<file path="config.mk">
export PLATFORM = sky130hd
export DESIGN_NAME = fetch_stall_ctrl
export DESIGN_NICKNAME = d
export VERILOG_FILES = /design/src/rtl/fetch_stall_ctrl_pkg.sv /design/src/rtl/fetch_skid_buf.sv /design/src/rtl/fetch_stall_ctrl.sv
export SDC_FILE = /design/constraint.sdc
export NUM_CORES = 1
export LEC_CHECK = 0
export BUFFER_PORTS_ARGS = -buffer_cell sky130_fd_sc_hd__buf_2
export CAP_MARGIN = 20
export CELL_PAD_IN_SITES_DETAIL_PLACEMENT = 0
export CELL_PAD_IN_SITES_GLOBAL_PLACEMENT = 1
export CORE_ASPECT_RATIO = 1.75
export CORE_MARGIN = 2
export CORE_UTILIZATION = 40
export DETAILED_ROUTE_END_ITERATION = 7
export MAX_ROUTING_LAYER = met4
export PLACE_DENSITY_LB_ADDON = 0.1
export SYNTH_ARGS = -nofsm -noshare
export SYNTH_HDL_FRONTEND = slang
export SYNTH_SLANG_ARGS = --single-unit
</file>
<file path="constraint.sdc">
create_clock -name clk -period 5.1 [get_ports clk]
set_input_delay 0 -clock clk [delete_from_list [all_inputs] [get_ports clk]]
set_output_delay 0 -clock clk [all_outputs]
set_load 0.01 [all_outputs]
</file>
<file path="src/rtl/fetch_stall_ctrl_pkg.sv">
// Shared definitions for the fetch stage: datapath width, pc_sel encodings,
// fetch FSM states, RV32I opcodes and the default bubble instruction.
package fetch_stall_ctrl_pkg;

  localparam int unsigned XLEN = 32;

  // RV32I major opcodes used by the front end
  localparam logic [6:0] OPC_OP_IMM = 7'b0010011;
  localparam logic [6:0] OPC_BRANCH = 7'b1100011;
  localparam logic [6:0] OPC_JAL    = 7'b1101111;
  localparam logic [6:0] OPC_JALR   = 7'b1100111;

  // addi x0,x0,0
  localparam logic [XLEN-1:0] NOP_INSTR_DEF = {20'h00000, 5'd0, OPC_OP_IMM};

  // Next-PC select; any code with bit 2 set is reserved
  typedef enum logic [2:0] {
    PC_SEQ  = 3'b000,
    PC_BR   = 3'b001,
    PC_JAL  = 3'b010,
    PC_JALR = 3'b011
  } pc_sel_t;

  typedef enum logic [1:0] {
    ST_RUN    = 2'd0,
    ST_HOLD   = 2'd1,
    ST_BUBBLE = 2'd2
  } fetch_state_t;

  // Force a redirect target onto a word boundary
  function automatic logic [XLEN-1:0] word_align(input logic [XLEN-1:0] addr);
    return addr & ~XLEN'(3);
  endfunction

endpackage

</file>
<file path="src/rtl/fetch_skid_buf.sv">
// One-entry skid buffer holding an instruction word returned while decode
// is stalled. Clear wins over load.
// Ports: clk, rst_n, load, clear, din -> dout (held word), valid.
module fetch_skid_buf
  import fetch_stall_ctrl_pkg::*;
(
  input  logic            clk,
  input  logic            rst_n,
  input  logic            load,
  input  logic            clear,
  input  logic [XLEN-1:0] din,
  output logic [XLEN-1:0] dout,
  output logic            valid
);

  // Entry storage
  always_ff @(posedge clk or negedge rst_n) begin
    if (!rst_n) begin
      valid <= 1'b0;
      dout  <= '0;
    end else if (clear) begin
      valid <= 1'b0;
    end else if (load) begin
      valid <= 1'b1;
      dout  <= din;
    end
  end

endmodule

</file>
<file path="src/rtl/fetch_stall_ctrl.sv">
// Instruction-fetch PC sequencer with hazard stall, skid capture and
// redirect bubble insertion (states RUN / HOLD / BUBBLE).
// Ports:
//   clk, rst_n                 clock, async active-low reset
//   be_rdy                     back end accepts an instruction (0 = stall)
//   pc_sel                     000 seq, 001 branch, 010 jal, 011 jalr, 1xx reserved
//   br/jal/jalr_target         redirect addresses
//   imem_rdata, imem_valid     instruction memory response
//   imem_addr, imem_req        fetch address (= pc) and request
//   id_instr, id_pc, id_valid  registered decode payload
//   sel_err                    sticky reserved-pc_sel flag
//   stall_cnt                  HOLD/BUBBLE cycle counter, only when
//                              FETCH_STALL_CNT_EN is defined
module fetch_stall_ctrl
  import fetch_stall_ctrl_pkg::*;
#(
  parameter logic [XLEN-1:0] RESET_PC  = 32'h0000_0000,
  parameter logic [XLEN-1:0] NOP_INSTR = NOP_INSTR_DEF
) (
  input  logic            clk,
  input  logic            rst_n,
  input  logic            be_rdy,
  input  logic [2:0]      pc_sel,
  input  logic [XLEN-1:0] br_target,
  input  logic [XLEN-1:0] jal_target,
  input  logic [XLEN-1:0] jalr_target,
  input  logic [XLEN-1:0] imem_rdata,
  input  logic            imem_valid,
  output logic [XLEN-1:0] imem_addr,
  output logic            imem_req,
  output logic [XLEN-1:0] id_instr,
  output logic [XLEN-1:0] id_pc,
  output logic            id_valid,
  output logic            sel_err
`ifdef FETCH_STALL_CNT_EN
  ,
  output logic [XLEN-1:0] stall_cnt
`endif
);

  fetch_state_t    state, state_nxt;
  logic [XLEN-1:0] pc, pc_nxt, pc_inc;
  logic [XLEN-1:0] id_instr_nxt, id_pc_nxt;
  logic            id_valid_nxt;
  logic            redirect;
  logic [XLEN-1:0] target;
  logic            skid_load, skid_clear, skid_v, skid_v_nxt;
  logic [XLEN-1:0] skid_word;

  assign imem_addr = pc;
  assign pc_inc    = pc + XLEN'(4);

  // Redirect decode; reserved codes fall through as sequential
  always_comb begin
    redirect = 1'b1;
    target   = br_target;
    case (pc_sel)
      PC_BR:   target = br_target;
      PC_JAL:  target = jal_target;
      PC_JALR: target = jalr_target;
      default: redirect = 1'b0;
    endcase
  end

  // Next-state and datapath control
  always_comb begin
    state_nxt    = state;
    pc_nxt       = pc;
    id_instr_nxt = id_instr;
    id_pc_nxt    = id_pc;
    id_valid_nxt = id_valid;
    skid_load    = 1'b0;
    skid_clear   = 1'b0;

    if (redirect) begin
      pc_nxt       = word_align(target);
      skid_clear   = 1'b1;
      id_instr_nxt = NOP_INSTR;
      id_valid_nxt = 1'b0;
      state_nxt    = ST_BUBBLE;
    end else begin
      case (state)
        ST_RUN, ST_HOLD: begin
          if (!be_rdy) begin
            state_nxt = ST_HOLD;
            // Only RUN captures; a HOLD cycle leaves everything as is
            skid_load = (state == ST_RUN) && imem_valid;
          end else begin
            state_nxt = ST_RUN;
            if (state == ST_HOLD && skid_v) begin
              id_instr_nxt = skid_word;
              id_pc_nxt    = pc;
              id_valid_nxt = 1'b1;
              pc_nxt       = pc_inc;
              skid_clear   = 1'b1;
            end else if (imem_valid) begin
              id_instr_nxt = imem_rdata;
              id_pc_nxt    = pc;
              id_valid_nxt = 1'b1;
              pc_nxt       = pc_inc;
            end else begin
              id_instr_nxt = NOP_INSTR;
              id_valid_nxt = 1'b0;
            end
          end
        end
        default: begin
          // BUBBLE: one empty decode slot while the new target is fetched
          id_instr_nxt = NOP_INSTR;
          id_valid_nxt = 1'b0;
          state_nxt    = ST_RUN;
        end
      endcase
    end
  end

  assign skid_v_nxt = skid_load | (skid_v & ~skid_clear);

  // State and output registers
  always_ff @(posedge clk or negedge rst_n) begin
    if (!rst_n) begin
      state    <= ST_RUN;
      pc       <= RESET_PC;
      id_instr <= NOP_INSTR;
      id_pc    <= '0;
      id_valid <= 1'b0;
      sel_err  <= 1'b0;
      imem_req <= 1'b1;
    end else begin
      state    <= state_nxt;
      pc       <= pc_nxt;
      id_instr <= id_instr_nxt;
      id_pc    <= id_pc_nxt;
      id_valid <= id_valid_nxt;
      sel_err  <= sel_err | pc_sel[2];
      // Suppress fetch only while a held word is already buffered
      imem_req <= !((state_nxt == ST_HOLD) && skid_v_nxt);
    end
  end

  fetch_skid_buf u_skid (
    .clk   (clk),
    .rst_n (rst_n),
    .load  (skid_load),
    .clear (skid_clear),
    .din   (imem_rdata),
    .dout  (skid_word),
    .valid (skid_v)
  );

`ifdef FETCH_STALL_CNT_EN
  // Saturating count of cycles spent in HOLD or BUBBLE
  always_ff @(posedge clk or negedge rst_n) begin
    if (!rst_n) begin
      stall_cnt <= '0;
    end else if ((state == ST_HOLD || state == ST_BUBBLE) && stall_cnt != '1) begin
      stall_cnt <= stall_cnt + XLEN'(1);
    end
  end
`endif

endmodule

</file>
==> flow_metrics.env, run 1 <==
export IMPL_finish_net_count=1100
export IMPL_pwr_density_cell_mw_per_mm2=360
export IMPL_avgRoutedWirePerCell_um=16.6
export IMPL_postCtsResizedCells=0
export IMPL_tritoncts_num_sinks=130
export IMPL_crit_arrival_ns=3.05
export IMPL_path_delay_family="simple AND/OR/NAND/NOR gates"
export IMPL_number_of_antenna_violations_at_the_first_check_in_global_routing=0
export IMPL_cts_tree="built"
export IMPL_cp_end_kind="register"
export IMPL_core_rowCount=62
export IMPL_drv_slew=0
export IMPL_worstSetupStartpointType="input pin"
export IMPL_detailedPlacementHpwl_mm=13.7
export IMPL_worst_path_class_setup="input pin to register"
export IMPL_ys_types=58
export IMPL_timing_final_setup_violations=0
export IMPL_core_area_mm2=0.0163
export IMPL_post_route_cells_drive_above_1_share_pct=32.4
export IMPL_clockBufferDepth=2
export IMPL_post_route_period_util_pct=54.1
export IMPL_finalSetupTns_ns=0
export IMPL_first_pass_grt_wire_length_mm=31.3
export IMPL_slowest_stage="nor2_4"
export IMPL_gr_total_overflow=0
export IMPL_clk_latency_ns=0.42
export IMPL_postSynthRegisterBits=130
export IMPL_mapped_cell_area_mm2=0.00663
export IMPL_utilization_pct=54.9
export IMPL_cts_buffers=17
export IMPL_crit_buf_inv=3
export IMPL_antenna_cells=0
export IMPL_netlist_top_cells_area="dfrtp_1 (48%), nand2_1 (7.5%), mux2_2 (6.3%)"
export IMPL_drc=0
export IMPL_max_cap_violations=0
export IMPL_synthDominantAreaCellType="dfrtp_1"
export IMPL_yosysTopAreaCellShare_pct=47.5
export IMPL_cts_max_level=4
export IMPL_worst_ep_required_time_ns=5.39
export IMPL_count_of_endpoints_failing_hold_in_the_final_timing_report=0
export IMPL_grt_start_max_net_pins=67
export IMPL_post_synth_most_frequent_cells="nand2_1 (133), dfrtp_1 (126), a21oi_1 (72)"
export IMPL_path_cells="buf_2, o21bai_4, buf_4, inv_2, or3_1, nor2_4, mux2_2"
export IMPL_die_h_um=174
export IMPL_yosysMostFrequentCell="nand2_1"
export IMPL_worst_hold_path_type="input pin to register"
export IMPL_floorplan_initialDensity_pct=40.7
export IMPL_fillerInstances=1563
export IMPL_pin_count=234
export IMPL_die_x_um=101
export IMPL_synth_yosys_seq_area_share_pct=49.1
export IMPL_placement_io_buffers=223
export IMPL_power_leakage_nw=4.34
export IMPL_synth_avg_cell_area_um2=9.36
export IMPL_timing_fmax_mhz=363
export IMPL_max_slew_margin_rel_pct=31.7
export IMPL_synth_async_reset_ratio_pct=100
export IMPL_largest_fanout_of_any_net_on_the_critical_path=36
export IMPL_outcome="complete, no violations"
export IMPL_ys_warnings_count=0
export IMPL_synthCells=709
export IMPL_number_of_design_rule_violations_left_by_the_first_detailed_router_iteration=230
export IMPL_grt_pass1_vias=6196
export IMPL_syn_to_final_growth_pct=34.9
export IMPL_fin_worst_skew_ns=0.00928
export IMPL_root_buffer="clkbuf_16"
export IMPL_design_die_area_mm2=0.0177
export IMPL_worst_setup_hold_path_clk_slew_ns=0.06
export IMPL_finalCriticalPeriod_ns=2.76
export IMPL_number_of_enable_type_register_cells_in_the_synthesized_netlist=0
export IMPL_drt_vias_per_instance=5.28
export IMPL_drt_pass1_iter_count=5
export IMPL_peakVddDrop_mv=0.186
export IMPL_grt_total_usage_pct=22.9
export IMPL_setup_repair_after_global_routing_missed_its_margin="no"
export IMPL_tightest_slew_ns=1.02
export IMPL_routed_wirelength_mm=19.4
export IMPL_num_vias=6173
export IMPL_crit_path_max_incr_delay_ns=0.83
export IMPL_ys_dominant_reg_cell="dfrtp_1"
export IMPL_gp_congestion=0.854
export IMPL_antenna_left=0
## tightest hold or removal path, delay by kind of cell
family / cells / cell delay (ns)
buffers and inverters: 1 / 0.10
and+or+nand+nor: 2 / 0.18
AOI/OAI and AO/OA: 2 / 0.09
## power breakdown
group | leakage (nW) | total (mW) | internal [mW] | switching (mW)
clock network | 0.283 | 1.22 | 0.768 | 0.457
registers | 1.58 | 1.35 | 1.21 | 0.146
logic | 2.48 | 0.642 | 0.302 | 0.340
## routing by layer
layer  vias up  share of wire, %  track usage (%)
met5         -                 0                -
met4         0               2.7             8.61
met3        25               4.4             3.10
met2       224                52             40.1
met1      2936                41             26.2
li1       2988                 -                -
## cell type report
cell class,count,area (µm²),share of cell area (%)
multi-input combinational,525,3120,34.9
clock buffer,19,433,4.84
inverter,10,37.5,0.419
clock inverter,13,163,1.82
tap,192,240,2.68
sequential,130,3260,36.4
timing repair buffer,280,1700,19.0
## layout by cell type (no fill, tap or decap), drive strengths merged, types with 10 or more instances in the layout
master       netlist  routed
dfrtp            126     126
mux2i             24      24
o21ai             44      44
nand4             11      11
a21oi             72      72
buf               20     232
mux2              38      38
inv               10      10
and3              32      32
nand2            133     133
nor2              51      51
xor2              11      11
nand3             20      20
dlygate4sd3        0      48
clkbuf            26      19
## sequential cells by signal, summed over array words and instances, names as in the netlist
signal,count
u_skid.dout,32
id_valid,1
u_skid.valid,1
imem_addr,30
id_pc,30
imem_req,1
state,2
id_instr,32
sel_err,1
## through the flow
stage	cell area, µm²	power, mW	cells	hold slack, ns	setup slack, ns
2_1_floorplan	6650	1.69	712	-0.296	3.25
3_3_place_gp	7830	1.96	1087	0.0278	1.95
3_5_place_dp	7830	1.98	1087	0.0371	1.87
4_1_cts	8910	3.24	1167	0.00103	2.31
5_1_grt	8950	3.38	1169	0.0308	2.13
6_report	8950	3.22	1169	0.00330	2.34
## timing repair
item	CTS	global route
hold endpoints to repair	121	0
setup buffers	0	0
hold buffers	48	0
## cells by family after synthesis
family,count (synthesis),share of synthesized area [%]
AO/OA/AOI/OAI,159,14.0
XOR/XNOR,15,1.98
adder cells (fa/ha/maj),1,0.189
buffers and inverters,57,4.07
flip-flops,130,49.1
multiplexers,62,10.1
other,1,0.0565
AND/OR/NAND/NOR,284,20.5
## worst paths after layout
path                          startpoint              end  slack (ns)  cells after the start
min in group asynchronous          rst_n      id_instr[3]        0.14                      2
min reg2reg                    id_pc[12]        id_pc[12]        0.47                      2
max                            pc_sel[2]   u_skid.dout[1]        2.34                      7
max in group asynchronous          rst_n  u_skid.dout[24]        3.67                      3
min                        br_target[16]    imem_addr[16]       0.003                      5
max reg2reg                 imem_addr[3]    imem_addr[28]        2.57                      6
No activity file was read; power rests on OpenSTA's default activity.
==> run 2: changes to the inputs <==
Settings changed: CORE_UTILIZATION 40 to 37.
Clock period 5.1 ns to 2.7 ns, I/O delays scaled along.
==> run 2 against run 1 <==
Effect of this change:
- critical path type is now register to register
- routed wire length rose by 5.4%
- power rose by 92%
- worst hold slack improved by 0.017 ns
- largest cell class unchanged
- first-iteration DRC count rose by 14%
- sequential power rose by 88%
- via count rose by 1.1%
- die area rose by 7.9%
- clock-buffer cell count rose by 3
- combinational power rose by 95%
- largest power group unchanged
==> flow_metrics.env, run 2 (synthesis results as in run 1) <==
export IMPL_crit_buf_inv=1
export IMPL_antenna_cells=0
export IMPL_routed_wirelength_mm=20.4
export IMPL_r2r_end="u_skid.dout[21]"
export IMPL_floorplan_initialDensity_pct=37.8
export IMPL_count_of_endpoints_failing_hold_in_the_final_timing_report=0
export IMPL_fillerInstances=1684
export IMPL_max_cap_violations=0
export IMPL_path_delay_family="simple AND/OR/NAND/NOR gates"
export IMPL_worst_setup_hold_path_clk_slew_ns=0.06
export IMPL_drt_vias_per_instance=5.09
export IMPL_first_pass_grt_wire_length_mm=33.0
export IMPL_crit_arrival_ns=2.33
export IMPL_leading_cell_type_in_the_layout_fill_and_taps_excluded="buf_2"
export IMPL_finish_net_count=1119
export IMPL_worstRegToRegCells=4
export IMPL_fin_hold_ws_ns=0.0205
export IMPL_design_die_area_mm2=0.0191
export IMPL_worst_ep_required_time_ns=2.99
export IMPL_worstSetupStartpointType="register"
export IMPL_finalCriticalPeriod_ns=2.04
export IMPL_layout_common_cells="buf_2 (222), nand2_1 (133), dfrtp_1 (126)"
export IMPL_cp_end_kind="register"
export IMPL_die_h_um=181
export IMPL_num_vias=6240
export IMPL_slowest_stage="or3_1"
export IMPL_placement_io_buffers=223
export IMPL_cts_max_level=4
export IMPL_postCtsResizedCells=0
export IMPL_grt_start_max_net_pins=110
export IMPL_clk_latency_ns=0.41
export IMPL_fin_cells=1227
export IMPL_hold_path_cell_count=4
export IMPL_max_slew_margin_rel_pct=61.7
export IMPL_fin_worst_skew_ns=0.00743
export IMPL_clockBufferDepth=2
export IMPL_crit_path_max_incr_delay_ns=0.49
export IMPL_drc=0
export IMPL_number_of_design_rule_violations_left_by_the_first_detailed_router_iteration=263
export IMPL_core_area_mm2=0.0175
export IMPL_post_route_period_util_pct=75.6
export IMPL_reg_top3="id_instr: 32 flops, u_skid.dout: 32 flops"
export IMPL_reg2reg_setup_slack_ns=0.66
export IMPL_grt_total_usage_pct=22.4
export IMPL_outcome="complete, no violations"
export IMPL_detailedPlacementHpwl_mm=14.5
export IMPL_number_of_antenna_violations_at_the_first_check_in_global_routing=0
export IMPL_timing_final_setup_violations=0
export IMPL_hp_start="br_target[27]"
export IMPL_min_to="imem_addr[27]"
export IMPL_avgRoutedWirePerCell_um=16.6
export IMPL_worst_hold_path_type="input pin to register"
export IMPL_pwr_density_cell_mw_per_mm2=672
export IMPL_core_rowCount=64
export IMPL_cts_buffers=17
export IMPL_gp_congestion=0.840
export IMPL_finalSetupTns_ns=0
export IMPL_drv_slew=0
export IMPL_setup_repair_after_global_routing_missed_its_margin="no"
export IMPL_tightest_slew_ns=0.574
export IMPL_power_leakage_nw=4.45
export IMPL_cts_tree="built"
export IMPL_timing_fmax_mhz=490
export IMPL_largest_fanout_of_any_net_on_the_critical_path=21
export IMPL_pin_count=234
export IMPL_peakVddDrop_mv=0.398
export IMPL_worst_path_class_setup="register to register"
export IMPL_path_cells="or3_1, nor2_4, buf_12, mux2_2"
export IMPL_placedCellCount=1140
export IMPL_tritoncts_num_sinks=130
export IMPL_drt_pass1_iter_count=4
export IMPL_antenna_left=0
export IMPL_root_buffer="clkbuf_16"
export IMPL_syn_to_final_growth_pct=38.4
export IMPL_timing_rr_start="state[1]"
export IMPL_grt_pass1_vias=6514
export IMPL_post_route_cells_drive_above_1_share_pct=33.2
export IMPL_crit_cells=4
export IMPL_die_x_um=105
export IMPL_gr_total_overflow=0
-- run 2: cell types whose count changed in the layout (fill, tap and decap cells not counted), sizes merged --
cell,before,now
clkinv,7,5
buf,232,245
clkinvlp,3,2
clkbuf,19,22
dlygate4sd3,48,54
-- run 2: per-stage QoR --
| stage | total power [mW] | utilization (%) | instance area, µm² | worst slack (ns) |
|---|---|---|---|---|
| global placement | 3.73 | 45.6 | 8000 | 0.670 |
| CTS | 6.24 | 52.1 | 9140 | 0.653 |
| floorplan | 3.19 | - | 6650 | 0.846 |
| detailed placement | 3.77 | 45.6 | 8000 | 0.661 |
| finish | 6.17 | 52.3 | 9180 | 0.659 |
| global route | 6.48 | 52.3 | 9180 | 0.561 |
-- run 2: final cells by class --
cell class | instances | area [µm²] | share of cell area, %
inverters | 10 | 37.5 | 0.409
clock inverters | 10 | 130 | 1.42
multi-input cells | 525 | 3120 | 34.0
clock buffers | 22 | 484 | 5.28
flip-flops and latches | 130 | 3260 | 35.5
well taps | 231 | 289 | 3.15
repair buffers | 299 | 1860 | 20.3
-- run 2: worst max path at each step --
stage	start	endpoint	slack, ns
6_report	state[1]	u_skid.dout[21]	0.66
5_1_grt	imem_addr[7]	imem_addr[31]	0.56
4_1_cts	state[1]	u_skid.dout[10]	0.65
3_5_place_dp	state[1]	u_skid.dout[12]	0.66
3_3_place_gp	state[1]	u_skid.dout[13]	0.67
2_1_floorplan	imem_addr[22]	imem_addr[31]	0.85
-- run 2: per-layer routing --
layer,GRT usage [%],routed length (µm),vias to the layer above
li1,-,-,3024
met1,24.9,8290,3008
met2,40.2,10900,183
met3,2.96,738,25
met4,8.43,442,0
met5,-,0,-
-- run 2: tightest hold or removal path, stage by stage --
cell	delay, ns
buf_2	0.08
o32ai_1	0.10
o32ai_1	0.13
a21o_1	0.10
-- run 2: report_power, final --
| group | internal (mW) | leakage [nW] | switching (mW) |
|---|---|---|---|
| registers | 2.28 | 1.58 | 0.265 |
| clock network | 1.54 | 0.302 | 0.835 |
| logic | 0.587 | 2.57 | 0.662 |
| total | 4.41 | 4.45 | 1.76 |
-- run 2: what timing repair did --
action	CTS	global route
endpoints found under the hold margin	164	1
hold buffers	53	1
buffers inserted	0	0
endpoints found under the setup margin	0	0
